### src/rtl/interp_fetch_pkg.sv
// -----------------------------------------------------------------------------
// interp_fetch_pkg
//   Shared constants and types for the interpolator fetch stage:
//   sample/table widths, FSM state encoding, and the neighbour-index helpers
//   (wrap or clamp at the ends of the 64-entry coarse table).
// -----------------------------------------------------------------------------
package interp_fetch_pkg;

    localparam int DATA_W = 8;               // sample and table-entry width
    localparam int IDX_W  = 6;               // coarse-table index width
    localparam int FRAC_W = 2;               // fractional bits (DATA_W = IDX_W + FRAC_W)

    typedef enum logic [2:0] {
        ST_IDLE = 3'd0,
        ST_ISS1 = 3'd1,
        ST_ISS2 = 3'd2,
        ST_ISS3 = 3'd3,
        ST_CAPT = 3'd4,
        ST_HOLD = 3'd5
    } fetch_state_t;

    // idx-1: wraps 0 -> 63, or sticks at 0 when clamping.
    function automatic logic [IDX_W-1:0] idx_prev(input logic [IDX_W-1:0] idx,
                                                  input logic            clamp);
        if (clamp && (idx == '0)) begin
            return '0;
        end
        return idx - IDX_W'(1);
    endfunction

    // idx+1: wraps 63 -> 0, or sticks at 63 when clamping.
    function automatic logic [IDX_W-1:0] idx_next(input logic [IDX_W-1:0] idx,
                                                  input logic            clamp);
        if (clamp && (idx == '1)) begin
            return '1;
        end
        return idx + IDX_W'(1);
    endfunction

endpackage

### src/rtl/interp_sync_fifo.sv
// -----------------------------------------------------------------------------
// interp_sync_fifo
//   Single-clock FIFO buffering input samples ahead of the fetch FSM.
//   The occupancy count is a register; full/empty are decoded from it so the
//   upstream ready never depends on a same-cycle pop.
// Ports:
//   clk, rst   clock, synchronous active-high reset (flushes contents)
//   i_push     write i_din (ignored when full)
//   i_pop      drop head entry (ignored when empty)
//   i_din      write data
//   o_dout     head entry (valid while !o_empty)
//   o_full     count == DEPTH
//   o_empty    count == 0
// -----------------------------------------------------------------------------
module interp_sync_fifo #(
    parameter int WIDTH = 8,
    parameter int DEPTH = 4,
    parameter int PTR_W = $clog2(DEPTH)
) (
    input  logic             clk,
    input  logic             rst,
    input  logic             i_push,
    input  logic             i_pop,
    input  logic [WIDTH-1:0] i_din,
    output logic [WIDTH-1:0] o_dout,
    output logic             o_full,
    output logic             o_empty
);

    localparam int CNT_W = PTR_W + 1;

    logic [WIDTH-1:0] r_mem [DEPTH];
    logic [PTR_W-1:0] r_wr_ptr;
    logic [PTR_W-1:0] r_rd_ptr;
    logic [CNT_W-1:0] r_count;

    logic w_do_push;
    logic w_do_pop;

    assign o_full    = (r_count == CNT_W'(DEPTH));
    assign o_empty   = (r_count == '0);
    assign w_do_push = i_push && !o_full;
    assign w_do_pop  = i_pop && !o_empty;
    assign o_dout    = r_mem[r_rd_ptr];

    // Storage is not reset; the pointers and count define what is valid.
    always_ff @(posedge clk) begin
        if (w_do_push) begin
            r_mem[r_wr_ptr] <= i_din;
        end
    end

    always_ff @(posedge clk) begin
        if (rst) begin
            r_wr_ptr <= '0;
            r_rd_ptr <= '0;
            r_count  <= '0;
        end else begin
            if (w_do_push) begin
                r_wr_ptr <= r_wr_ptr + PTR_W'(1);
            end
            if (w_do_pop) begin
                r_rd_ptr <= r_rd_ptr + PTR_W'(1);
            end
            // Simultaneous push and pop leave the count unchanged.
            case ({w_do_push, w_do_pop})
                2'b10:   r_count <= r_count + CNT_W'(1);
                2'b01:   r_count <= r_count - CNT_W'(1);
                default: r_count <= r_count;
            endcase
        end
    end

endmodule

### src/rtl/interp_fetch.sv
// -----------------------------------------------------------------------------
// interp_fetch
//   Fetch stage in front of the quadratic LUT interpolator. Samples x are
//   queued in a small FIFO; for each one the FSM reads table[idx-1], table[idx]
//   and table[idx+1] (idx = x[7:2]) from a single-port RAM with 1-cycle read
//   latency, then presents the three entries plus frac = x[1:0].
//
//   Handshakes: a transfer happens on a rising clk edge where valid && ready
//   are both 1. Once asserted, valid stays high and the payload stays constant
//   until that transfer; ready may change freely and does not depend on valid.
//
// Ports:
//   clk, rst        clock, synchronous active-high reset
//   in_valid/in_ready/in_x          upstream sample stream
//   tbl_rd_en/tbl_addr/tbl_rdata    table RAM read port (data 1 cycle later)
//   out_valid/out_ready             downstream handshake
//   out_y1/out_y2/out_y3/out_frac   table[idx-1], table[idx], table[idx+1], x[1:0]
//   busy            FSM not idle or samples still queued
//   dbg_state       current FSM state (fetch_state_t encoding)
// -----------------------------------------------------------------------------
module interp_fetch
    import interp_fetch_pkg::*;
#(
    parameter int FIFO_DEPTH = 4,
    parameter bit CLAMP      = 1'b0
) (
    input  logic              clk,
    input  logic              rst,
    input  logic              in_valid,
    output logic              in_ready,
    input  logic [DATA_W-1:0] in_x,
    output logic              tbl_rd_en,
    output logic [IDX_W-1:0]  tbl_addr,
    input  logic [DATA_W-1:0] tbl_rdata,
    output logic              out_valid,
    input  logic              out_ready,
    output logic [DATA_W-1:0] out_y1,
    output logic [DATA_W-1:0] out_y2,
    output logic [DATA_W-1:0] out_y3,
    output logic [FRAC_W-1:0] out_frac,
    output logic              busy,
    output logic [2:0]        dbg_state
);

    fetch_state_t      r_state;
    logic [DATA_W-1:0] r_x;
    logic              r_rd_en;
    logic [IDX_W-1:0]  r_addr;
    logic              r_out_valid;
    logic [DATA_W-1:0] r_y1;
    logic [DATA_W-1:0] r_y2;
    logic [DATA_W-1:0] r_y3;
    logic [FRAC_W-1:0] r_frac;

    logic              w_fifo_full;
    logic              w_fifo_empty;
    logic [DATA_W-1:0] w_head;
    logic              w_push;
    logic              w_pop;
    logic [IDX_W-1:0]  w_head_idx;
    logic [IDX_W-1:0]  w_x_idx;
    logic [IDX_W-1:0]  w_i1_head;
    logic [IDX_W-1:0]  w_i2;
    logic [IDX_W-1:0]  w_i3;

    interp_sync_fifo #(
        .WIDTH (DATA_W),
        .DEPTH (FIFO_DEPTH)
    ) u_fifo (
        .clk     (clk),
        .rst     (rst),
        .i_push  (w_push),
        .i_pop   (w_pop),
        .i_din   (in_x),
        .o_dout  (w_head),
        .o_full  (w_fifo_full),
        .o_empty (w_fifo_empty)
    );

    // Ready comes from the registered count only: a full FIFO refuses even if
    // the FSM pops in the same cycle.
    assign in_ready = !w_fifo_full;
    assign w_push   = in_valid && !w_fifo_full;

    // A new sample starts either from IDLE or straight out of HOLD on the
    // accepting edge, which gives the 5-cycle back-to-back cadence.
    assign w_pop = !w_fifo_empty &&
                   ((r_state == ST_IDLE) || ((r_state == ST_HOLD) && out_ready));

    // idx-1 is needed on the pop edge, before x is in r_x, so it is taken
    // from the FIFO head; idx and idx+1 come from the captured sample.
    assign w_head_idx = w_head[DATA_W-1:FRAC_W];
    assign w_x_idx    = r_x[DATA_W-1:FRAC_W];
    assign w_i1_head  = idx_prev(w_head_idx, CLAMP);
    assign w_i2       = w_x_idx;
    assign w_i3       = idx_next(w_x_idx, CLAMP);

    always_ff @(posedge clk) begin
        if (rst) begin
            r_state     <= ST_IDLE;
            r_x         <= '0;
            r_rd_en     <= 1'b0;
            r_addr      <= '0;
            r_out_valid <= 1'b0;
            r_y1        <= '0;
            r_y2        <= '0;
            r_y3        <= '0;
            r_frac      <= '0;
        end else begin
            case (r_state)
                ST_IDLE: begin
                    // Start handled by the pop block below.
                end
                ST_ISS1: begin
                    r_addr  <= w_i2;
                    r_state <= ST_ISS2;
                end
                ST_ISS2: begin
                    r_y1    <= tbl_rdata;          // data for idx-1
                    r_addr  <= w_i3;
                    r_state <= ST_ISS3;
                end
                ST_ISS3: begin
                    r_y2    <= tbl_rdata;          // data for idx
                    r_rd_en <= 1'b0;               // address is left as is
                    r_state <= ST_CAPT;
                end
                ST_CAPT: begin
                    r_y3        <= tbl_rdata;      // data for idx+1
                    r_frac      <= r_x[FRAC_W-1:0];
                    r_out_valid <= 1'b1;
                    r_state     <= ST_HOLD;
                end
                ST_HOLD: begin
                    // Outputs frozen and no reads until the triple is taken.
                    if (out_ready) begin
                        r_out_valid <= 1'b0;
                        if (w_fifo_empty) begin
                            r_state <= ST_IDLE;
                        end
                    end
                end
                default: begin
                    r_state <= ST_IDLE;
                end
            endcase

            // w_pop is only ever true in IDLE or in an accepting HOLD cycle.
            if (w_pop) begin
                r_x     <= w_head;
                r_rd_en <= 1'b1;
                r_addr  <= w_i1_head;
                r_state <= ST_ISS1;
            end
        end
    end

    assign tbl_rd_en = r_rd_en;
    assign tbl_addr  = r_addr;
    assign out_valid = r_out_valid;
    assign out_y1    = r_y1;
    assign out_y2    = r_y2;
    assign out_y3    = r_y3;
    assign out_frac  = r_frac;
    assign busy      = (r_state != ST_IDLE) || !w_fifo_empty;
    assign dbg_state = r_state;

endmodule

### config.mk
export PLATFORM = sky130hd
export DESIGN_NAME = interp_fetch
export DESIGN_NICKNAME = d
export VERILOG_FILES = /design/src/rtl/interp_fetch_pkg.sv /design/src/rtl/interp_sync_fifo.sv /design/src/rtl/interp_fetch.sv
export SDC_FILE = /design/constraint.sdc
export NUM_CORES = 1
export LEC_CHECK = 0
export ABC_AREA = 1
export CAP_MARGIN = 20
export CORE_UTILIZATION = 23
export DETAILED_ROUTE_END_ITERATION = 16
export SKIP_CTS_REPAIR_TIMING = 1
export SLEW_MARGIN = 20
export SYNTH_ARGS = -nofsm -noshare
export SYNTH_HDL_FRONTEND = slang
export SYNTH_SLANG_ARGS = --single-unit
### constraint.sdc
create_clock -name clk -period 3 [get_ports clk]
set_input_delay 0.45 -clock clk [delete_from_list [all_inputs] [get_ports clk]]
set_output_delay 0.45 -clock clk [all_outputs]
set_load 0.02 [all_outputs]
==> impl_metrics.env <==
export IMPL_mappedNetlistArea_um2=3630
export IMPL_synth_cell_types=35
export IMPL_dpl_hpwl_mm=5.96
export IMPL_syn_avg_cell_area_um2=9.07
export IMPL_postRouteAntennaNets=0
export IMPL_diodes=0
export IMPL_path_class="input pin to flop"
export IMPL_post_route_util_pct=31.0
export IMPL_cts_root_buffer="clkbuf_16"
export IMPL_grt_pass1_vias=2762
export IMPL_clock_fmax_mhz=437
export IMPL_fin_nets=490
export IMPL_final_cell_area_um2=4750
export IMPL_power_density_nw_per_um2=911
export IMPL_post_dp_cell_area_um2=4420
export IMPL_design_core_area_um2=15300
export IMPL_power_mw=4.33
export IMPL_htree_levels=3
export IMPL_grt_max_degree=24
export IMPL_die_height_um=128
export IMPL_outcome="complete, no violations"
export IMPL_fin_crit_ps=2290
export IMPL_grt_ovfl_total=0
export IMPL_portBuffers=58
export IMPL_clk_pin_slew_ps=60
export IMPL_tightest_slew_ps=699
export IMPL_layout_commonest_cell="nor2_1"
export IMPL_grt_antenna_before_repair=0
export IMPL_drive_gt1_share_pct=10.7
export IMPL_setup_viol=0
export IMPL_vias=2849
export IMPL_synth_warnings=0
export IMPL_maxCapViolCount=0
export IMPL_area_growth_syn_to_layout_pct=31.0
export IMPL_clock_latency_ps=330
export IMPL_synth_fp_nets=428
export IMPL_path_max_fanout=10
export IMPL_ys_ff_latch=86
export IMPL_grt_pass1_wl_mm=13.5
export IMPL_final_fill_count=1616
export IMPL_syn_inst=400
export IMPL_slew_headroom_pct=53.3
export IMPL_skew_ps=8.50
export IMPL_cts_max_path_buffers=2
export IMPL_peakVddDrop_mv=0.337
export IMPL_via_per_inst=4.20
export IMPL_cp_start_kind="input pin"
export IMPL_die_w_um=128
export IMPL_wl_per_cell_um=12.2
export IMPL_finalSetupTns_ps=0
export IMPL_rows=45
export IMPL_cts_sinks=86
export IMPL_drv_slew=0
export IMPL_end_kind="flop"
export IMPL_leakagePower_nw=1.80
export IMPL_die_area_um2=16300
export IMPL_cts_tree="done"
export IMPL_worstPathArrival_ps=2510
export IMPL_start_util_pct=23.7
export IMPL_final_cell_mix="nor2_1 (71), clkdlybuf4s50_1 (58), dfxtp_1 (54)"
export IMPL_hold_viol=0
export IMPL_gp_congestion=0.776
export IMPL_drt_first_pass_iters=4
export IMPL_io_pins=59
export IMPL_fin_crit_sh_pct=76.3
export IMPL_rsz0062_at_grt="false"
export IMPL_min_path_type="flop to flop"
export IMPL_cts_inserted_buffers=9
export IMPL_routed_wl_mm=8.25
export IMPL_critPathRequiredTime_ps=3220
export IMPL_yosysSeqAreaShare_pct=56.3
export IMPL_drc=0
export IMPL_drtIter0Drc=201
export IMPL_grtUsageTotal_pct=10.6
## flip-flops by register name, summed over array words and instances (netlist names), 3 cells and up, named ones only
signal,flops
u_fifo.r_mem,32
out_y1,8
out_y2,8
out_y3,8
r_x,8
tbl_addr,6
dbg_state,3
u_fifo.r_count,3
## Yosys cell counts (all sizes together)
master	number	area [µm²]
buf	10	92.6
xnor2	2	17.5
nand4	4	25.0
a31oi	4	25.0
dfxtp	54	1080
nand3	28	163
nor3	1	10.0
clkbuf	5	18.8
or2	1	6.26
ha	7	87.6
clkinv	1	3.75
a21oi	21	109
o21bai	1	11.3
fa	1	20.0
nand2	64	290
a21o	2	15.0
nor2	73	284
o21ai	54	270
edfxtp	32	961
inv	35	139
## where the power goes
group | total, mW | switching [mW] | internal [mW]
registers | 1.60 | 0.175 | 1.42
logic | 1.54 | 0.949 | 0.593
clock network | 1.19 | 0.425 | 0.766
## critical path, stage by stage
cell,delay [ps]
clkdlybuf4s50_1,510
nand4_1,140
nand2_1,140
nand2_4,100
inv_4,60
ha_1,120
inv_1,70
fa_1,440
a21oi_1,140
o21ai_0,110
o21ai_0,170
a21oi_1,60
## metrics by stage
stage / worst slack [ps] / hold slack, ps / instances
final: 710 / 471 / 678
after CTS: 723 / 477 / 678
after detailed placement: 365 / 469 / 662
after global routing: 483 / 498 / 678
after global placement: 416 / 448 / 662
after floorplan: 704 / 436 / 400
## cells by family after synthesis
family	share of synthesized area, %
simple gates	21.4
flops	56.3
compound gates	11.9
buf+inv	7.00
fa+ha+maj	2.96
xor+xnor	0.483
## routing by layer
metal | track usage [%] | routed length, µm | share of wire (%) | up-vias
li1 | - | - | - | 1450
met1 | 13.9 | 3990 | 48 | 1317
met2 | 16.9 | 3770 | 46 | 78
met3 | 3.10 | 446 | 5.4 | 4
met4 | 2.98 | 36 | 0.44 | 0
met5 | 0 | 0 | 0 | -
## final cells by class
| type | instances | area (µm²) | area share (%) |
|---|---|---|---|
| Sequential cell | 86 | 2040 | 42.9 |
| Multi-Input combinational cell | 263 | 1330 | 28.1 |
| Timing Repair Buffer | 66 | 641 | 13.5 |
| Clock buffer | 14 | 297 | 6.24 |
| Tap cell | 211 | 264 | 5.55 |
| Inverter | 36 | 143 | 3.00 |
| Clock inverter | 2 | 35.0 | 0.737 |
## worst paths after layout
path,cells after the start,slack (ps),from,endpoint
hold reg to reg,2,470,out_valid$_SDFFE_PP0P_,out_valid$_SDFFE_PP0P_
setup reg to reg,12,880,dbg_state[1]$_SDFFE_PP0P_,u_fifo.r_count[2]$_SDFFE_PP0P_
hold / removal,2,470,out_valid$_SDFFE_PP0P_,out_valid$_SDFFE_PP0P_
setup / recovery,12,710,out_ready,u_fifo.r_count[2]$_SDFFE_PP0P_
No activity file was read; power rests on OpenSTA's default activity.
